`config.mk`:
```
export PLATFORM = sky130hd
export DESIGN_NAME = spi_xfer_arbiter_flat
export DESIGN_NICKNAME = d
export VERILOG_FILES = /design/src/rtl/spi_arb_pkg.sv /design/src/rtl/spi_xfer_arbiter_if.sv /design/src/rtl/spi_arb_rr.sv /design/src/rtl/spi_xfer_arbiter.sv /design/src/flat_wrapper.sv
export SDC_FILE = /design/constraint.sdc
export NUM_CORES = 1
export LEC_CHECK = 0
export BUFFER_PORTS_ARGS = -buffer_cell sky130_fd_sc_hd__buf_4
export CORE_MARGIN = 2
export CORE_UTILIZATION = 45
export CTS_CLUSTER_SIZE = 25
export DETAILED_ROUTE_END_ITERATION = 8
export PLACE_DENSITY_LB_ADDON = 0.08
export RECOVER_POWER = 50
export SETUP_SLACK_MARGIN = 0.1
export SYNTH_ARGS = -nofsm -noshare
export SYNTH_HDL_FRONTEND = slang
export SYNTH_SLANG_ARGS = --single-unit
export TNS_END_PERCENT = 30
```
`constraint.sdc`:
```
create_clock -name clk -period 2.02 [get_ports clk]
set_input_delay 0.404 -clock clk [delete_from_list [all_inputs] [get_ports clk]]
set_output_delay 0.404 -clock clk [all_outputs]
set_load 0.1 [all_outputs]
```
`src/rtl/spi_arb_pkg.sv`:
```
// Shared types and constants for the SPI transfer arbiter.
// Used by spi_xfer_arbiter and spi_arb_rr.
package spi_arb_pkg;

    typedef enum logic [2:0] {
        IDLE,
        ARB,
        START,
        WAIT_BUSY,
        WAIT_DONE,
        HOLD,
        RELEASE
    } state_t;

    localparam int START_WAIT_DEF = 80;
    localparam int LOCK_LIMIT     = 16;

endpackage

```
`src/rtl/spi_xfer_arbiter_if.sv`:
```
// Requester, engine and chip-select signals of the SPI transfer arbiter.
// slave = arbiter side, master = requesters/engine side.
interface spi_xfer_arbiter_if #(
    parameter int NSEL = 2
);
    logic            req0;
    logic            req1;
    logic            lock0;
    logic            lock1;
    logic [7:0]      txdata0;
    logic [7:0]      txdata1;
    logic            slow0;
    logic            slow1;
    logic [NSEL-1:0] ssel0;
    logic [NSEL-1:0] ssel1;
    logic            gnt0;
    logic            gnt1;
    logic            done0;
    logic            done1;
    logic [7:0]      rxdata;
    logic [7:0]      eng_txdata;
    logic            eng_txstart;
    logic            eng_slow;
    logic            eng_busy;
    logic [7:0]      eng_rxdata;
    logic [NSEL-1:0] spi_ssel_n;
    logic            err;

    modport slave (
        input  req0, req1, lock0, lock1,
        input  txdata0, txdata1, slow0, slow1,
        input  ssel0, ssel1, eng_busy, eng_rxdata,
        output gnt0, gnt1, done0, done1, rxdata,
        output eng_txdata, eng_txstart, eng_slow,
        output spi_ssel_n, err
    );

    modport master (
        output req0, req1, lock0, lock1,
        output txdata0, txdata1, slow0, slow1,
        output ssel0, ssel1, eng_busy, eng_rxdata,
        input  gnt0, gnt1, done0, done1, rxdata,
        input  eng_txdata, eng_txstart, eng_slow,
        input  spi_ssel_n, err
    );

endinterface

```
`src/rtl/spi_arb_rr.sv`:
```
// Two-way round-robin picker: on a tie the port that did not win last
// time is granted. last = index of the previous winner.
module spi_arb_rr (
    input  logic [1:0] req,
    input  logic       last,
    output logic [1:0] gnt
);

    always_comb begin
        gnt = 2'b00;
        unique case (1'b1)
            (req[0] && (!req[1] || last)):  gnt = 2'b01;
            (req[1] && (!req[0] || !last)): gnt = 2'b10;
            default:                        gnt = 2'b00;
        endcase
    end

endmodule

```
`src/rtl/spi_xfer_arbiter.sv`:
```
// Shares one SPI byte engine between the CPU port (0) and loader port (1).
// Define SPI_ARB_FAIRLOCK_EN to force-release a locked owner after 16 bytes.
module spi_xfer_arbiter
    import spi_arb_pkg::*;
#(
    parameter int NSEL       = 2,
    parameter int START_WAIT = START_WAIT_DEF
) (
    input logic               clk,
    input logic               rst_n,
    spi_xfer_arbiter_if.slave bus
);

    localparam int CW = $clog2(START_WAIT + 1);

    state_t          state_q, state_d;
    logic            owner_q, owner_d;
    logic            last_q, last_d;
    logic [1:0]      gnt_q, gnt_d;
    logic [1:0]      done_q, done_d;
    logic [7:0]      rx_q, rx_d;
    logic [7:0]      tx_q, tx_d;
    logic            txs_q, txs_d;
    logic            slow_q, slow_d;
    logic            err_q, err_d;
    logic [NSEL-1:0] ssn_q, ssn_d;
    logic [CW-1:0]   cnt_q, cnt_d;
    logic            go_rel;
    logic            rel_ok;
    logic [1:0]      pick;
    logic            own_req;
    logic            own_lock;
    logic [7:0]      own_tx;

`ifdef SPI_ARB_FAIRLOCK_EN
    logic [4:0]      lcnt_q, lcnt_d;
    logic            oth_req;
    assign oth_req = owner_q ? bus.req0 : bus.req1;
`endif

    spi_arb_rr u_rr (
        .req  ({bus.req1, bus.req0}),
        .last (last_q),
        .gnt  (pick)
    );

    assign own_req  = owner_q ? bus.req1    : bus.req0;
    assign own_lock = owner_q ? bus.lock1   : bus.lock0;
    assign own_tx   = owner_q ? bus.txdata1 : bus.txdata0;

    // Release decision taken on the done cycle while in HOLD.
`ifdef SPI_ARB_FAIRLOCK_EN
    assign rel_ok = !own_lock ||
                    ((lcnt_q == 5'(LOCK_LIMIT)) && oth_req);
`else
    assign rel_ok = !own_lock;
`endif

    always_comb begin
        state_d = state_q;
        owner_d = owner_q;
        last_d  = last_q;
        gnt_d   = gnt_q;
        done_d  = 2'b00;
        rx_d    = rx_q;
        tx_d    = tx_q;
        txs_d   = 1'b0;
        slow_d  = slow_q;
        err_d   = err_q;
        ssn_d   = ssn_q;
        cnt_d   = cnt_q;
        go_rel  = 1'b0;
`ifdef SPI_ARB_FAIRLOCK_EN
        lcnt_d  = lcnt_q;
`endif
        unique case (state_q)
            IDLE: begin
                if (bus.req0 || bus.req1) state_d = ARB;
            end
            ARB: begin
                if (pick == 2'b00) begin
                    state_d = IDLE;
                end else begin
                    owner_d = pick[1];
                    gnt_d   = pick;
                    tx_d    = pick[1] ? bus.txdata1 : bus.txdata0;
                    slow_d  = pick[1] ? bus.slow1 : bus.slow0;
                    ssn_d   = ~(pick[1] ? bus.ssel1 : bus.ssel0);
                    txs_d   = 1'b1;
                    state_d = START;
`ifdef SPI_ARB_FAIRLOCK_EN
                    lcnt_d  = '0;
`endif
                end
            end
            START: begin
                err_d   = 1'b0;
                cnt_d   = CW'(START_WAIT - 1);
                state_d = WAIT_BUSY;
            end
            WAIT_BUSY: begin
                if (bus.eng_busy) begin
                    state_d = WAIT_DONE;
                end else if (cnt_q == '0) begin
                    err_d  = 1'b1;
                    done_d = owner_q ? 2'b10 : 2'b01;
                    go_rel = 1'b1;
                end else begin
                    cnt_d = cnt_q - 1'b1;
                end
            end
            WAIT_DONE: begin
                if (!bus.eng_busy) begin
                    rx_d    = bus.eng_rxdata;
                    done_d  = owner_q ? 2'b10 : 2'b01;
                    state_d = HOLD;
`ifdef SPI_ARB_FAIRLOCK_EN
                    if (lcnt_q != 5'(LOCK_LIMIT))
                        lcnt_d = lcnt_q + 1'b1;
`endif
                end
            end
            HOLD: begin
                if (done_q != 2'b00) begin
                    go_rel = rel_ok;
                end else if (own_req) begin
                    tx_d    = own_tx;
                    txs_d   = 1'b1;
                    state_d = START;
                end else if (!own_lock) begin
                    go_rel = 1'b1;
                end
            end
            RELEASE: begin
                state_d = IDLE;
            end
            default: begin
                state_d = IDLE;
            end
        endcase
        if (go_rel) begin
            state_d = RELEASE;
            gnt_d   = 2'b00;
            ssn_d   = '1;
            last_d  = owner_q;
        end
    end

    always_ff @(posedge clk or negedge rst_n) begin
        if (!rst_n) begin
            state_q <= IDLE;
            owner_q <= 1'b0;
            last_q  <= 1'b1;
            gnt_q   <= 2'b00;
            done_q  <= 2'b00;
            rx_q    <= '0;
            tx_q    <= '0;
            txs_q   <= 1'b0;
            slow_q  <= 1'b0;
            err_q   <= 1'b0;
            ssn_q   <= '1;
            cnt_q   <= '0;
        end else begin
            state_q <= state_d;
            owner_q <= owner_d;
            last_q  <= last_d;
            gnt_q   <= gnt_d;
            done_q  <= done_d;
            rx_q    <= rx_d;
            tx_q    <= tx_d;
            txs_q   <= txs_d;
            slow_q  <= slow_d;
            err_q   <= err_d;
            ssn_q   <= ssn_d;
            cnt_q   <= cnt_d;
        end
    end

`ifdef SPI_ARB_FAIRLOCK_EN
    always_ff @(posedge clk or negedge rst_n) begin
        if (!rst_n) lcnt_q <= '0;
        else        lcnt_q <= lcnt_d;
    end
`endif

    assign bus.gnt0        = gnt_q[0];
    assign bus.gnt1        = gnt_q[1];
    assign bus.done0       = done_q[0];
    assign bus.done1       = done_q[1];
    assign bus.rxdata      = rx_q;
    assign bus.eng_txdata  = tx_q;
    assign bus.eng_txstart = txs_q;
    assign bus.eng_slow    = slow_q;
    assign bus.spi_ssel_n  = ssn_q;
    assign bus.err         = err_q;

endmodule

```
`src/flat_wrapper.sv`:
```
// flat-port wrapper written by rule: the top's interface ports become plain ports
module spi_xfer_arbiter_flat import spi_arb_pkg::*;
#(
    parameter int NSEL       = 2,
    parameter int START_WAIT = START_WAIT_DEF
)
  (clk, rst_n, bus_req0, bus_req1, bus_lock0, bus_lock1, bus_txdata0, bus_txdata1, bus_slow0, bus_slow1, bus_ssel0, bus_ssel1, bus_eng_busy, bus_eng_rxdata, bus_gnt0, bus_gnt1, bus_done0, bus_done1, bus_rxdata, bus_eng_txdata, bus_eng_txstart, bus_eng_slow, bus_spi_ssel_n, bus_err);
  spi_xfer_arbiter_if #(.NSEL(NSEL)) bus_i ();
  input logic clk;
  input logic rst_n;
  input wire logic [$bits(bus_i.req0)-1:0] bus_req0;
  input wire logic [$bits(bus_i.req1)-1:0] bus_req1;
  input wire logic [$bits(bus_i.lock0)-1:0] bus_lock0;
  input wire logic [$bits(bus_i.lock1)-1:0] bus_lock1;
  input wire logic [$bits(bus_i.txdata0)-1:0] bus_txdata0;
  input wire logic [$bits(bus_i.txdata1)-1:0] bus_txdata1;
  input wire logic [$bits(bus_i.slow0)-1:0] bus_slow0;
  input wire logic [$bits(bus_i.slow1)-1:0] bus_slow1;
  input wire logic [$bits(bus_i.ssel0)-1:0] bus_ssel0;
  input wire logic [$bits(bus_i.ssel1)-1:0] bus_ssel1;
  input wire logic [$bits(bus_i.eng_busy)-1:0] bus_eng_busy;
  input wire logic [$bits(bus_i.eng_rxdata)-1:0] bus_eng_rxdata;
  output wire logic [$bits(bus_i.gnt0)-1:0] bus_gnt0;
  output wire logic [$bits(bus_i.gnt1)-1:0] bus_gnt1;
  output wire logic [$bits(bus_i.done0)-1:0] bus_done0;
  output wire logic [$bits(bus_i.done1)-1:0] bus_done1;
  output wire logic [$bits(bus_i.rxdata)-1:0] bus_rxdata;
  output wire logic [$bits(bus_i.eng_txdata)-1:0] bus_eng_txdata;
  output wire logic [$bits(bus_i.eng_txstart)-1:0] bus_eng_txstart;
  output wire logic [$bits(bus_i.eng_slow)-1:0] bus_eng_slow;
  output wire logic [$bits(bus_i.spi_ssel_n)-1:0] bus_spi_ssel_n;
  output wire logic [$bits(bus_i.err)-1:0] bus_err;
  assign bus_i.req0 = bus_req0;
  assign bus_i.req1 = bus_req1;
  assign bus_i.lock0 = bus_lock0;
  assign bus_i.lock1 = bus_lock1;
  assign bus_i.txdata0 = bus_txdata0;
  assign bus_i.txdata1 = bus_txdata1;
  assign bus_i.slow0 = bus_slow0;
  assign bus_i.slow1 = bus_slow1;
  assign bus_i.ssel0 = bus_ssel0;
  assign bus_i.ssel1 = bus_ssel1;
  assign bus_i.eng_busy = bus_eng_busy;
  assign bus_i.eng_rxdata = bus_eng_rxdata;
  assign bus_gnt0 = bus_i.gnt0;
  assign bus_gnt1 = bus_i.gnt1;
  assign bus_done0 = bus_i.done0;
  assign bus_done1 = bus_i.done1;
  assign bus_rxdata = bus_i.rxdata;
  assign bus_eng_txdata = bus_i.eng_txdata;
  assign bus_eng_txstart = bus_i.eng_txstart;
  assign bus_eng_slow = bus_i.eng_slow;
  assign bus_spi_ssel_n = bus_i.spi_ssel_n;
  assign bus_err = bus_i.err;
  spi_xfer_arbiter #(.NSEL(NSEL), .START_WAIT(START_WAIT)) u_core (.clk(clk), .rst_n(rst_n), .bus(bus_i));
endmodule
```
* Word-level counts from Yosys, hierarchy flattened
Cells that the tools add are included.
Word-level totals: register bits 37, bits in latches 0, bits in writable memories 0, bits in read-only memories 0, bits of input ports 37, output and inout port bits 25, word-level logic and storage cells 102, memories kept 0
Operators by class: add/subtract/negate cells 1, multiply operators 0, divide/modulo/power cells 0, magnitude comparators 0, equality and inequality tests 17, shift operators 0, muxes and demuxes 46, bitwise gates (word level) 3, reductions and logical operators 23
Operators by type and width (number):
- 8-bit two-way mux | 5
- 2-bit two-way mux | 12
- 3-bit two-way mux | 6
- 3-bit one-hot mux with 6 select lines | 1
- 8-bit one-hot mux with 2 select lines | 1
- 7-bit two-way mux | 2
- 7-bit one-hot mux with 2 select lines | 1
- 1-bit two-way mux | 13
- 3-bit by 2-bit inequality test with 1-bit output, second input constant | 3
- 2-bit inequality test, second input constant | 4
- 2-bit one-hot mux with 2 select lines | 2
- 2-bit nonzero test | 4
- 7-bit logical NOT | 1
- 7-bit by 1-bit subtractor with 7-bit output, second input constant | 1
- 3-bit by 2-bit == test with 1-bit output, second input constant | 2
- 3-bit == test, second input constant | 2
- 2-bit by 1-bit inequality test with 1-bit output, second input constant | 3
- 3-bit by 1-bit inequality test with 1-bit output, second input constant | 2
- 1-bit one-hot mux with 2 select lines | 3
- 2-bit AND reduction | 3
- 3-bit AND reduction | 2
- 5-bit AND reduction | 1
- 1-bit logical NOT | 4
- 4-bit AND reduction | 1
- 7 further kinds | 11

* Longest topological paths before layout
word-level depth 9, gate-level depth with buffers 6, depth with buffers taken out 6

* Hierarchy
Synthesis repeated with hierarchy kept, for this count alone.
Second synthesis, totals: cell total of the unflattened synthesis 149, area, all modules 1790.5 um^2
By module, submodules not included:
- spi_xfer_arbiter | instances 1, cells an instance 146, area each 1771.7 um^2
- spi_arb_rr | instances 1, cells an instance 3, area each 18.8 um^2

* Least setup slack after synthesis
No wires, ideal clock.
kind register to register, start register u_core.done_q[1], end register u_core.tx_q[0] (netlist: u_core.bus.eng_txdata[0]), setup time 125 ps, arrival time 2083 ps, slack -189 ps, cell stages (with the launch flop) 4, path buffers 0, period minus slack after synthesis 2209 ps, cells stage by stage dfrtp_1 -> or3_4 -> a211oi_4 -> mux2_2
Between the ends: cells in the longest elaborated chain, start to end 3
Ends and longest elaborated chain:
- start, declared | line spi_xfer_arbiter.sv:20 | logic [1:0] done_q, done_d;
- start signal, assigned | line spi_xfer_arbiter.sv:168 | done_q <= done_d;
- 2-bit nonzero test | line spi_xfer_arbiter.sv:124 | if (done_q != 2'b00) begin
- 2-bit inequality test (no source line)
- 4-bit AND reduction (no source line)
- end signal, assigned | line spi_xfer_arbiter.sv:170 | tx_q <= tx_d;
- end, declared | line spi_xfer_arbiter.sv:22 | logic [7:0] tx_q, tx_d;
Every way passes these cells. A chain may end at the register's enable or synchronous reset.

* Final worst setup path
start register u_core.owner_q, end register u_core.tx_q[7] (netlist: u_core.bus.eng_txdata[7])
Between the ends: cells in the longest elaborated chain, start to end 4, elaborated cells on any way between the ends 7, classes of those cells eq/ne (1); mux (5); reduce/logical (1)
Ends and longest elaborated chain:
- start, declared | line spi_xfer_arbiter.sv:17 | logic owner_q, owner_d;
- start signal, assigned | line spi_xfer_arbiter.sv:165 | owner_q <= owner_d;
- 8-bit two-way mux | line spi_xfer_arbiter.sv:49 | assign own_tx = owner_q ? bus.txdata1 : bus.txdata0;
- 8-bit two-way mux | line spi_xfer_arbiter.sv:126 | end else if (own_req) begin
- 8-bit two-way mux | line spi_xfer_arbiter.sv:124
- 8-bit one-hot mux with 2 select lines | line spi_xfer_arbiter.sv:76 | unique case (state_q)
Parallel ways exist; a longest one is shown, timed or not. The select of a mux whose other input is x is not followed.

==> reports/qor.txt <==
Yosys top cell by area: dfrtp_1
WL/cell: 15.1 um
Antenna Nets Post-Route: 0
Pre-antenna DRT Iters: 4
max-slew violations: 0
gr usage total: 0.207
via count: 1464
relative slew slack: 0.410
Post-synth EDFFs: 0
measured slew at the worst slew-check pin: 0.886 ns
Clk pin slew, worst setup/hold paths: 0.08 ns
# port buffers: 61
minimum clock period: 1.82 ns
final setup fails: 0
Critical Path RT: 2.20 ns
final setup TNS: 0 ns
H-tree depth: 2
synthesized area: 1820 um^2
row cnt: 23
Final Hold Fails: 0
Yosys warnings: 0
Die Y: 67.7 um
die footprint: 4580 um^2
Commonest cells post-synth: dfrtp_1, mux2_2, nand2_1
Achievable Freq: 549 MHz
Gate Count Post-Synth: 152
routability congestion estimate: 0.839
total CTS buffers: 5
RSZ-0062 raised after global routing: no
clock buffer depth: 2
CP arrival: 2.01 ns
Tcrit/Tclk final: 0.902
CP Capture Type: register
Hold Path Class: input port to async pin
Synth Flop Type: dfrtp_1
Synth top area share: 0.466
io pins: 62
Async S/R FF share, synth: 1.00
gr ovfl total: 0
CTS tree: done
# diodes: 0
largest net degree at the start of global routing: 38
clk_lat worst skew: 0.30 ns
CP startpoint kind: register
vias in the first global route: 1514
drt drc: 0
status: completed
Initial Util: 0.463
syn_nets: 191
max_cap viols: 0
Area contributors post-synth: dfrtp_1, mux2_2, dfstp_2
area grow syn2layout: 36.0%
initial antenna violation count: 0
critical-path maximum fanout: 10
Final HPWL DP: 3150 um
Clock Sink Count: 37
vias per std cell: 5.29
first-pass GRT wire length: 6880 um
Die W: 67.7 um
Crit Path Category: register to register
root buffer cell: clkbuf_8
core area: 3940 um^2
Total Wirelength: 4180 um
Final #Nets: 265
layout cells sized above 1: 0.524
DR iter-0 viols: 28
most common cell in the netlist: dfrtp_1
Seq/Total Area, Yosys: 0.510
flops & latches, synth: 37
number of distinct library cells after synthesis: 37
Syn Area/Cell: 12.0 um^2
Worst Skew: 0.00445 ns
[critical path, cell delays in order, from the launching register on]
cell      delay (ns)
dfrtp_1         0.40
mux2i_1         0.12
or3_4           0.43
a211oi_4        0.26
buf_12          0.16
mux2_2          0.33
[cells in the final DEF, fill, tap and decap left out, types with 4 or more instances in the layout]
master and n:
clkbuf_8 5, mux2_2 25, clkbuf_2 13, nand2_1 13
inv_1 4, nor2_1 9, buf_4 57, mux2i_1 5
nor3_1 6, dfrtp_1 30, xor2_1 4, o211ai_1 4
[kinds of logic after synthesis]
kind of cell,share of synthesized area
simple gates,0.139
flops,0.510
mux,0.187
compound gates,0.105
buf+inv,0.0267
xor+xnor,0.0192
fa+ha+maj,0.0137
[layout make-up]
| type | instances | area [um^2] |
|---|---|---|
| fill | 323 | 1460 |
| clock inverter | 3 | 17.5 |
| timing repair buffer | 72 | 524 |
| sequential | 37 | 940 |
| clock buffer | 5 | 68.8 |
| multi-input combinational | 106 | 853 |
| inverter | 4 | 15.0 |
| tap | 50 | 62.6 |
[flip-flops by register name, summed over array words and instances, names as in the netlist]
register                flops
u_core.bus.eng_slow         1
u_core.bus.eng_txdata       8
u_core.bus.eng_txstart      1
u_core.bus.err              1
u_core.bus.rxdata           8
u_core.bus.spi_ssel_n       2
u_core.cnt_q                7
u_core.done_q               2
u_core.gnt_q                2
u_core.last_q               1
u_core.owner_q              1
u_core.state_q              3
[worst paths after layout]
| kind | start | to | slack [ns] | cells past startpoint |
|---|---|---|---|---|
| worst max-delay path | u_core.owner_q | u_core.bus.eng_txdata[7] | 0.20 | 5 |
| worst min-delay path | rst_n | u_core.bus.eng_slow | 0.22 | 1 |
| max in group asynchronous | rst_n | u_core.done_q[0] | 1.16 | 1 |
| worst max register to register | u_core.owner_q | u_core.bus.eng_txdata[7] | 0.20 | 5 |
| worst min register to register | u_core.bus.eng_slow | u_core.bus.eng_slow | 0.49 | 2 |
| min in group clk | bus_eng_busy | u_core.done_q[0] | 0.32 | 2 |
[routing by layer]
| layer | track usage | up-vias | wire length, um |
|---|---|---|---|
| li1 | - | 699 | - |
| met1 | 0.233 | 723 | 1670 |
| met5 | 0 | - | 0 |
| met2 | 0.374 | 36 | 2240 |
| met4 | 0.0612 | 0 | 55 |
| met3 | 0.0633 | 6 | 211 |
[timing repair]
action / CTS / global route
setup buffers: 0 / 0
pin swaps: 0 / 0
hold buffers: 0 / 0
setup endpoints to repair: 2 / 9
gates resized for setup: 1 / 4
[through the flow]
step                cell area, um^2  std cells   util  worst slack (ns)  hold WS, ns
floorplan                      1840        152      -            0.0703        0.108
global placement               2420        269  0.613             0.153        0.383
detailed placement             2420        269  0.613             0.110        0.386
CTS                            2500        277  0.635             0.125       0.0646
global route                   2480        277  0.629             0.117        0.290
finish                         2480        277  0.629             0.198        0.216
Power is left out: the tool's default activity adds up to more than one toggle a clock period on the data nets, which glitch-free logic cannot reach.
